**src/rtl/picorv32_arb_pkg.sv**
```systemverilog
// Shared types for the two-master picorv32 native-bus arbiter.
// Pure declarations; no logic, no latency, no backpressure.
package picorv32_arb_pkg;

  typedef enum logic [1:0] {
    IDLE  = 2'd0,
    BUSY0 = 2'd1,
    BUSY1 = 2'd2
  } arb_state_e;

  localparam int TO_CNT_W = 16;

  typedef logic mst_idx_t;

endpackage

```
**src/rtl/picorv32_mem_arbiter.sv**
```systemverilog
// Round-robin share of one picorv32 memory bus between m0/m1; grant registered one edge after valid, idle cycle between grants.
// Masters are stalled via mN_mem_ready until the downstream completes or the timeout forces completion.
module picorv32_mem_arbiter
  import picorv32_arb_pkg::*;
#(
  parameter int          TIMEOUT_CYCLES = 255,
  parameter logic [31:0] TIMEOUT_RDATA  = 32'hdead_beef,
  parameter int          PRIO_INIT      = 0
) (
  input  logic        clk,
  input  logic        resetn,

  input  logic        m0_mem_valid,
  input  logic        m0_mem_instr,
  input  logic [31:0] m0_mem_addr,
  input  logic [31:0] m0_mem_wdata,
  input  logic [3:0]  m0_mem_wstrb,
  output logic        m0_mem_ready,
  output logic [31:0] m0_mem_rdata,

  input  logic        m1_mem_valid,
  input  logic        m1_mem_instr,
  input  logic [31:0] m1_mem_addr,
  input  logic [31:0] m1_mem_wdata,
  input  logic [3:0]  m1_mem_wstrb,
  output logic        m1_mem_ready,
  output logic [31:0] m1_mem_rdata,

  output logic        mem_valid,
  output logic        mem_instr,
  output logic [31:0] mem_addr,
  output logic [31:0] mem_wdata,
  output logic [3:0]  mem_wstrb,
  input  logic        mem_ready,
  input  logic [31:0] mem_rdata,

  output logic        timeout_err
);

  localparam bit                    TO_EN   = (TIMEOUT_CYCLES != 0);
  localparam logic [TO_CNT_W-1:0]   TO_LAST = TO_CNT_W'(TIMEOUT_CYCLES - 1);
  localparam mst_idx_t              LAST_RST = ~mst_idx_t'(PRIO_INIT);

  arb_state_e          r_state;
  arb_state_e          w_state_nxt;
  mst_idx_t            r_last_grant;
  mst_idx_t            w_winner;
  logic                w_grant;
  logic                w_busy;
  logic                w_timeout;
  logic                w_done;
  logic [TO_CNT_W-1:0] r_cnt;

  logic                r_mem_valid;
  logic                r_mem_instr;
  logic [31:0]         r_mem_addr;
  logic [31:0]         r_mem_wdata;
  logic [3:0]          r_mem_wstrb;
  logic                r_timeout_err;

  always_comb begin
    w_winner    = 1'b0;
    w_grant     = 1'b0;
    w_busy      = (r_state != IDLE);
    w_timeout   = 1'b0;
    w_done      = 1'b0;
    w_state_nxt = r_state;

    // On a tie the master that did not win last time gets the bus.
    if (m0_mem_valid && m1_mem_valid) w_winner = ~r_last_grant;
    else if (m1_mem_valid)            w_winner = 1'b1;

    if (TO_EN && w_busy && !mem_ready && (r_cnt == TO_LAST)) w_timeout = 1'b1;
    w_done = w_busy && (mem_ready || w_timeout);

    case (r_state)
      IDLE: begin
        if (m0_mem_valid || m1_mem_valid) begin
          w_grant     = 1'b1;
          w_state_nxt = w_winner ? BUSY1 : BUSY0;
        end
      end
      BUSY0, BUSY1: begin
        if (w_done) w_state_nxt = IDLE;
      end
      default: w_state_nxt = IDLE;
    endcase
  end

  always_ff @(posedge clk or negedge resetn) begin
    if (!resetn) begin
      r_state       <= IDLE;
      r_last_grant  <= LAST_RST;
      r_cnt         <= '0;
      r_mem_valid   <= 1'b0;
      r_mem_instr   <= 1'b0;
      r_mem_addr    <= '0;
      r_mem_wdata   <= '0;
      r_mem_wstrb   <= '0;
      r_timeout_err <= 1'b0;
    end else begin
      r_state       <= w_state_nxt;
      r_timeout_err <= w_timeout;
      if (w_grant) begin
        r_last_grant <= w_winner;
        r_cnt        <= '0;
        r_mem_valid  <= 1'b1;
        r_mem_instr  <= w_winner ? m1_mem_instr : m0_mem_instr;
        r_mem_addr   <= w_winner ? m1_mem_addr  : m0_mem_addr;
        r_mem_wdata  <= w_winner ? m1_mem_wdata : m0_mem_wdata;
        r_mem_wstrb  <= w_winner ? m1_mem_wstrb : m0_mem_wstrb;
      end else if (w_done) begin
        r_mem_valid <= 1'b0;
      end else if (w_busy) begin
        r_cnt <= r_cnt + 1'b1;
      end
    end
  end

  assign mem_valid   = r_mem_valid;
  assign mem_instr   = r_mem_instr;
  assign mem_addr    = r_mem_addr;
  assign mem_wdata   = r_mem_wdata;
  assign mem_wstrb   = r_mem_wstrb;
  assign timeout_err = r_timeout_err;

  // Completion is steered only to the granted master; a stray mem_ready in IDLE goes nowhere.
  assign m0_mem_ready = (r_state == BUSY0) && (mem_ready || w_timeout);
  assign m1_mem_ready = (r_state == BUSY1) && (mem_ready || w_timeout);
  assign m0_mem_rdata = (r_state == BUSY0) ? (w_timeout ? TIMEOUT_RDATA : mem_rdata) : '0;
  assign m1_mem_rdata = (r_state == BUSY1) ? (w_timeout ? TIMEOUT_RDATA : mem_rdata) : '0;

endmodule

```
**config.mk**
```make
export PLATFORM = sky130hd
export DESIGN_NAME = picorv32_mem_arbiter
export DESIGN_NICKNAME = d
export VERILOG_FILES = /design/src/rtl/picorv32_arb_pkg.sv /design/src/rtl/picorv32_mem_arbiter.sv
export SDC_FILE = /design/constraint.sdc
export NUM_CORES = 1
export LEC_CHECK = 0
export CORE_AREA = 2 2 121 123
export CTS_CLUSTER_SIZE = 24
export DETAILED_ROUTE_END_ITERATION = 10
export DIE_AREA = 0 0 123 125
export GPL_ROUTABILITY_DRIVEN = 0
export GPL_TIMING_DRIVEN = 0
export PLACE_DENSITY = 0.81
export SYNTH_ARGS = -nofsm -noshare
export SYNTH_HDL_FRONTEND = slang
export SYNTH_SLANG_ARGS = --single-unit
```
**constraint.sdc**
```tcl
create_clock -name clk -period 4.1 [get_ports clk]
set_clock_uncertainty 0.05 [all_clocks]
set_input_delay 0.41 -clock clk [delete_from_list [all_inputs] [get_ports clk]]
set_output_delay 0.41 -clock clk [all_outputs]
set_load 0.02 [all_outputs]
```
==> flow_summary.ini, run 1 <==
[worst_setup_path]
arrival_ns = 3.22
crit_path_max_fanout = 10
crit-reg2reg-launch = r_state[0]
critical_path.n_buffers_inverters = 5
critPathSlowestCell = sky130_fd_sc_hd__clkdlybuf4s50_1
startpoint_type = flip-flop
ff2ff_setup_slack_ns = 1.71
reg2reg_to = mem_valid
r2r_cells = 9
cp_cell_sequence = inv_1 -> ha_1 -> buf_6 -> or2_2 -> nor2_1 -> nand2_1 -> inv_2 -> buf_2 -> o21a_1 -> clkdlybuf4s50_1
worstPathRequired_ns = 3.64
end_kind = output port
crit_family = buffers and inverters
critical_path_class = flip-flop to output port
crit_path_max_incr_delay_ns = 0.61

[global_routing]
grt_antenna_before_repair = 0
first_pass_grt_wire_length_mm = 25.0
grt.total_usage = 0.208
pin_count_of_the_biggest_net_entering_global_routing = 47
first_global_vias = 4846
grt_overflow = 0

[clock_network]
clk_transition_reported_paths_ns = 0.06
cts_setup_buffers = 0
cts_resized = 0
clock-sinks = 90
cts.htree.levels = 3
tritoncts = built
cts_buffer_depth = 2
clockRootBuffer = sky130_fd_sc_hd__clkbuf_16
hold_buffers = 0
numCtsBuffers = 9
worst_skew_pair.late_latency_ns = 0.33

[sta]
rsz0062_at_grt = no
max_clock_freq_ghz = 0.272
worst_hold_check_slack_ns = 0.0256
worst_pin_slew_ns = 0.629
period_needed_ns = 3.68
fin_crit_sh = 0.897
report.final.slew_viol_count = 0
hold_viol_final = 0
setup_violations = 0
slew_headroom = 0.580

[synth]
ys.warnings.count = 0
syn-cell-area_mm2 = 0.00488
edff_count_synth = 0
dominantRegCellSynth = sky130_fd_sc_hd__dfrtp_1
netlist.area_leader.share = 0.456
mean_instance_size_in_the_synthesized_netlist_um2 = 9.64
netlist-cell-type-count = 39
seq_area_frac_synth = 0.462
dominant_cells_by_area_after_synthesis = sky130_fd_sc_hd__dfrtp_1 (46%), sky130_fd_sc_hd__mux2i_1 (15%), sky130_fd_sc_hd__o21a_1 (7.7%)
ys_async_sr_fraction = 1.00
synth.ff_latch_count = 90
synth_top_area_cell = sky130_fd_sc_hd__dfrtp_1
synth.net_count = 686
netlist_instances = 506

[cells_and_area]
final_cells = 1018
final_nets = 1009
flow.area_growth_from_synthesis_pct = 74.9
final.fill_count = 1263
share_of_post_route_cells_with_drive_strength_above_1 = 0.0492
layout.core_utilization = 0.601
insertedDiodeCount = 0

[floorplanning]
fp.coreArea_mm2 = 0.0142
die_w_um = 123
die-area_mm2 = 0.0154
die_y_um = 125
floorplan.initialDensity = 0.344
io-pin-count = 312
core.rowCount = 44

[outcome]
run_status = finished, final reports clean

[drt]
drt_drc_violations_left = 0
drtAntennaViolNets = 0
final_wirelength_mm = 16.5
vias = 5061
detail_route.iter0.violations = 147
detail_route.vias_per_cell = 4.97
drt_first_pass_iters = 4
wl_per_cell_um = 16.2

[placed_design]
place_hpwl_mm = 13.1
numPlacedInstances = 1002
numPortBuffers = 311

[pwr]
vdd_drop_max_v = 0.000305
power.density_cell_area_mw_per_mm2 = 607
p_leak_nw = 3.56

[hold_path]
hold_class = input port to asynchronous set/reset pin

[run]
cap_violations = 0
[how the worst max path moves through the flow]
stage | start | to | slack [ns] | cells past startpoint
3_3_place_gp | resetn | timeout_err | -0.79 | 1
2_1_floorplan | r_state[0] | m0_mem_rdata[10] | 1.69 | 9
4_1_cts | r_state[0] | m0_mem_rdata[0] | 0.39 | 10
5_1_grt | r_state[0] | m0_mem_rdata[10] | 0.23 | 10
3_5_place_dp | mem_ready | m0_mem_rdata[13] | 0.66 | 8
6_report | r_state[0] | m0_mem_rdata[0] | 0.42 | 10
[Yosys cell counts (5+ instances only)]
cell type and instances:
sky130_fd_sc_hd__dfrtp_1 89, sky130_fd_sc_hd__nand2_1 77, sky130_fd_sc_hd__o21ai_0 73, sky130_fd_sc_hd__mux2i_1 72, sky130_fd_sc_hd__o21a_1 50, sky130_fd_sc_hd__clkbuf_1 22
sky130_fd_sc_hd__and3_1 20, sky130_fd_sc_hd__buf_2 14, sky130_fd_sc_hd__a21oi_1 12, sky130_fd_sc_hd__inv_1 6, sky130_fd_sc_hd__nand3_1 6, sky130_fd_sc_hd__a31oi_1 5
sky130_fd_sc_hd__ha_1 5, sky130_fd_sc_hd__nand4_1 5, sky130_fd_sc_hd__o31ai_1 5, sky130_fd_sc_hd__or4_1 5
[cell type report]
type                       instances  area (um2)  share of cell area
inverter                           7        26.3             0.00308
timing repair buffer             312        3140               0.368
multi-input combinational        367        2390               0.281
tap                              184         230              0.0270
sequential                        90        2250               0.264
clock inverter                     5        55.1             0.00645
buffer                            42         205              0.0240
clock buffer                      11         233              0.0273
[per-layer routing]
layer  vias to the layer above  part of all wire  global-route usage
met5                         -                 0                   0
met4                         0             0.020              0.0682
met3                        19             0.085              0.0493
met2                       222              0.52               0.380
met1                      2361              0.38               0.234
li1                       2459                 -                   -
[state kept, by name (all words and copies together), names as in the netlist]
| register | count |
|---|---|
| r_state | 2 |
| mem_wstrb | 4 |
| timeout_err | 1 |
| r_cnt | 16 |
| mem_wdata | 32 |
| r_last_grant | 1 |
| mem_instr | 1 |
| mem_valid | 1 |
| mem_addr | 32 |
[cell families (layout without fill, tap and decap cells)]
| family | Yosys count | after routing | share of synthesized area |
|---|---|---|---|
| flip-flops | 90 | 90 | 0.462 |
| AO/OA/AOI/OAI | 156 | 156 | 0.197 |
| multiplexers | 72 | 72 | 0.148 |
| adder cells (fa/ha/maj) | 5 | 5 | 0.0128 |
| AND/OR/NAND/NOR | 134 | 134 | 0.134 |
| buffers and inverters | 49 | 377 | 0.0474 |
[layout by cell type, fill, tap and decap left out, types with 6 or more instances in the layout]
| cell | count |
|---|---|
| sky130_fd_sc_hd__and3_1 | 20 |
| sky130_fd_sc_hd__clkdlybuf4s50_1 | 310 |
| sky130_fd_sc_hd__clkbuf_1 | 24 |
| sky130_fd_sc_hd__o21ai_0 | 73 |
| sky130_fd_sc_hd__inv_1 | 6 |
| sky130_fd_sc_hd__clkbuf_16 | 9 |
| sky130_fd_sc_hd__buf_2 | 14 |
| sky130_fd_sc_hd__nand3_1 | 6 |
| sky130_fd_sc_hd__dfrtp_1 | 89 |
| sky130_fd_sc_hd__nand2_1 | 77 |
| sky130_fd_sc_hd__mux2i_1 | 72 |
| sky130_fd_sc_hd__a21oi_1 | 12 |
| sky130_fd_sc_hd__o21a_1 | 50 |
[where the power goes]
| part | switching [mW] | internal [mW] | total [mW] | leakage [nW] |
|---|---|---|---|---|
| sequential | 0.212 | 1.26 | 1.47 | 1.13 |
| combinational | 1.56 | 1.34 | 2.91 | 2.30 |
| clock | 0.332 | 0.471 | 0.802 | 0.136 |
[stage by stage]
stage	setup WS, ns	power [mW]	instance area [um2]	TNS [ns]
after global placement	-0.794	4.37	8220	-69.83
after detailed placement	0.657	4.42	8250	0
after global routing	0.233	5.49	8540	0
final	0.423	5.18	8540	0
after floorplan	1.69	2.92	4880	0
after CTS	0.394	5.24	8540	0
Power figures use the tool's default switching activity.
==> run 2, diff against run 1 <==
CTS_CLUSTER_SIZE = default   (was 24)
SKIP_LAST_GASP = 1   (was default)
==> results of run 2 <==
The final DEF is identical to that of run 1; final timing and power are the same.
==> run 3, diff against run 2 <==
CAP_MARGIN = 20   (was default)
==> run 3 against run 2 <==
Combinational power is essentially flat. Design area is the same. Register-to-register slack is essentially flat. Global-route usage is the same. Sequential share of layout area is the same. Setup slack is the same. Non-clock buffer count is the same. Total power is the same.
==> flow_summary.ini, run 3 (same netlist as run 1, synthesis figures left out) <==
[outcome]
run_status = finished, final reports clean

[floorplanning]
die-area_mm2 = 0.0154
fp.coreArea_mm2 = 0.0142
floorplan.initialDensity = 0.344
core.rowCount = 44
die_y_um = 125
io-pin-count = 312
die_w_um = 123

[drt]
wl_per_cell_um = 16.2
vias = 5061
final_wirelength_mm = 16.5
detail_route.vias_per_cell = 4.97
drtAntennaViolNets = 0
drt_drc_violations_left = 0
detail_route.iter0.violations = 147
drt_first_pass_iters = 4

[clock_network]
tritoncts = built
clk_transition_reported_paths_ns = 0.06
worst_skew_pair.late_latency_ns = 0.33
cts.htree.levels = 3
clock-sinks = 90
cts_resized = 0
clockRootBuffer = sky130_fd_sc_hd__clkbuf_16
cts_setup_buffers = 0
cts_buffer_depth = 2
hold_buffers = 0
numCtsBuffers = 9

[sta]
fin_crit_sh = 0.897
hold_viol_final = 0
max_clock_freq_ghz = 0.272
rsz0062_at_grt = no
report.final.slew_viol_count = 0
fin_ws_ns = 0.423
worst_pin_slew_ns = 0.629
slew_headroom = 0.580
worst_hold_check_slack_ns = 0.0256
period_needed_ns = 3.68
setup_violations = 0

[worst_setup_path]
reg2reg_to = mem_valid
worstPathRequired_ns = 3.64
crit_path_max_incr_delay_ns = 0.61
crit-reg2reg-launch = r_state[0]
critical_path.n_buffers_inverters = 5
critical_path_class = flip-flop to output port
cp.depth = 10
arrival_ns = 3.22
crit_path_max_fanout = 10
cp_cell_sequence = inv_1 -> ha_1 -> buf_6 -> or2_2 -> nor2_1 -> nand2_1 -> inv_2 -> buf_2 -> o21a_1 -> clkdlybuf4s50_1
crit_family = buffers and inverters
ff2ff_setup_slack_ns = 1.71
end_kind = output port
r2r_cells = 9
critPathSlowestCell = sky130_fd_sc_hd__clkdlybuf4s50_1
startpoint_type = flip-flop

[cells_and_area]
final_common_cell = sky130_fd_sc_hd__clkdlybuf4s50_1
insertedDiodeCount = 0
multi_input_comb_area_mm2 = 0.00239
stdcell_area_mm2 = 0.00854
share_of_post_route_cells_with_drive_strength_above_1 = 0.0492
final_nets = 1009
final.fill_count = 1263
layout.area.seq_mm2 = 0.00225
flow.area_growth_from_synthesis_pct = 74.9
layout_common_cells = sky130_fd_sc_hd__clkdlybuf4s50_1 (310), sky130_fd_sc_hd__dfrtp_1 (89), sky130_fd_sc_hd__nand2_1 (77), sky130_fd_sc_hd__o21ai_0 (73), sky130_fd_sc_hd__mux2i_1 (72)

[global_routing]
first_pass_grt_wire_length_mm = 25.0
grt.met1_usage = 0.234
pin_count_of_the_biggest_net_entering_global_routing = 47
first_global_vias = 4846
top_usage_layer = met2
grt.total_usage = 0.208
grt_antenna_before_repair = 0
grtUsageMet2 = 0.380
grt_overflow = 0
globalRouteMet3Util = 0.0493

[placed_design]
place_ws_ns = 0.657
numPortBuffers = 311
dpl_cell_area_mm2 = 0.00825
place_hpwl_mm = 13.1

[pwr]
vdd_drop_max_v = 0.000305
p_leak_nw = 3.56
power.density_cell_area_mw_per_mm2 = 607

[run]
cap_violations = 0

[hold_path]
hold_class = input port to asynchronous set/reset pin
-- run 3: cell counts in the layout (fill, tap and decap cells not counted) --
No cell type changed its count.
-- run 3: power by group --
| group | switching, mW | leakage, nW | total, mW | internal [mW] |
|---|---|---|---|---|
| clock | 0.332 | 0.136 | 0.802 | 0.471 |
| combinational | 1.56 | 2.30 | 2.91 | 1.34 |
| sequential | 0.212 | 1.13 | 1.47 | 1.26 |
| total | 2.11 | 3.56 | 5.18 | 3.08 |
-- run 3: stage by stage --
| step | std cells | TNS (ns) | utilization | power, mW |
|---|---|---|---|---|
| 6_report | 1018 | 0 | 0.601 | 5.18 |
| 5_1_grt | 1018 | 0 | 0.601 | 5.49 |
| 4_1_cts | 1018 | 0 | 0.601 | 5.24 |
| 3_5_place_dp | 1002 | 0 | 0.581 | 4.42 |
| 3_3_place_gp | 1001 | -69.83 | 0.579 | 4.37 |
| 2_1_floorplan | 506 | 0 | - | 2.92 |
-- run 3: cell type report --
class,count,share of cell area
Sequential cell,90,0.264
Clock inverter,5,0.00645
Inverter,7,0.00308
Clock buffer,11,0.0273
Tap cell,184,0.0270
Multi-Input combinational cell,367,0.281
Buffer,42,0.0240
Timing Repair Buffer,312,0.368
-- run 3: worst max path at each step --
stage                    start  slack [ns]               end
finish              r_state[0]        0.42   m0_mem_rdata[0]
floorplan           r_state[0]        1.69  m0_mem_rdata[10]
global route        r_state[0]        0.23  m0_mem_rdata[10]
detailed placement   mem_ready        0.66  m0_mem_rdata[13]
CTS                 r_state[0]        0.39   m0_mem_rdata[0]
global placement        resetn       -0.79       timeout_err
-- run 3: per-layer routing --
layer	wire [um]	share of wire
met5	0	0
met4	323	0.020
met1	6200	0.38
met3	1400	0.085
met2	8580	0.52
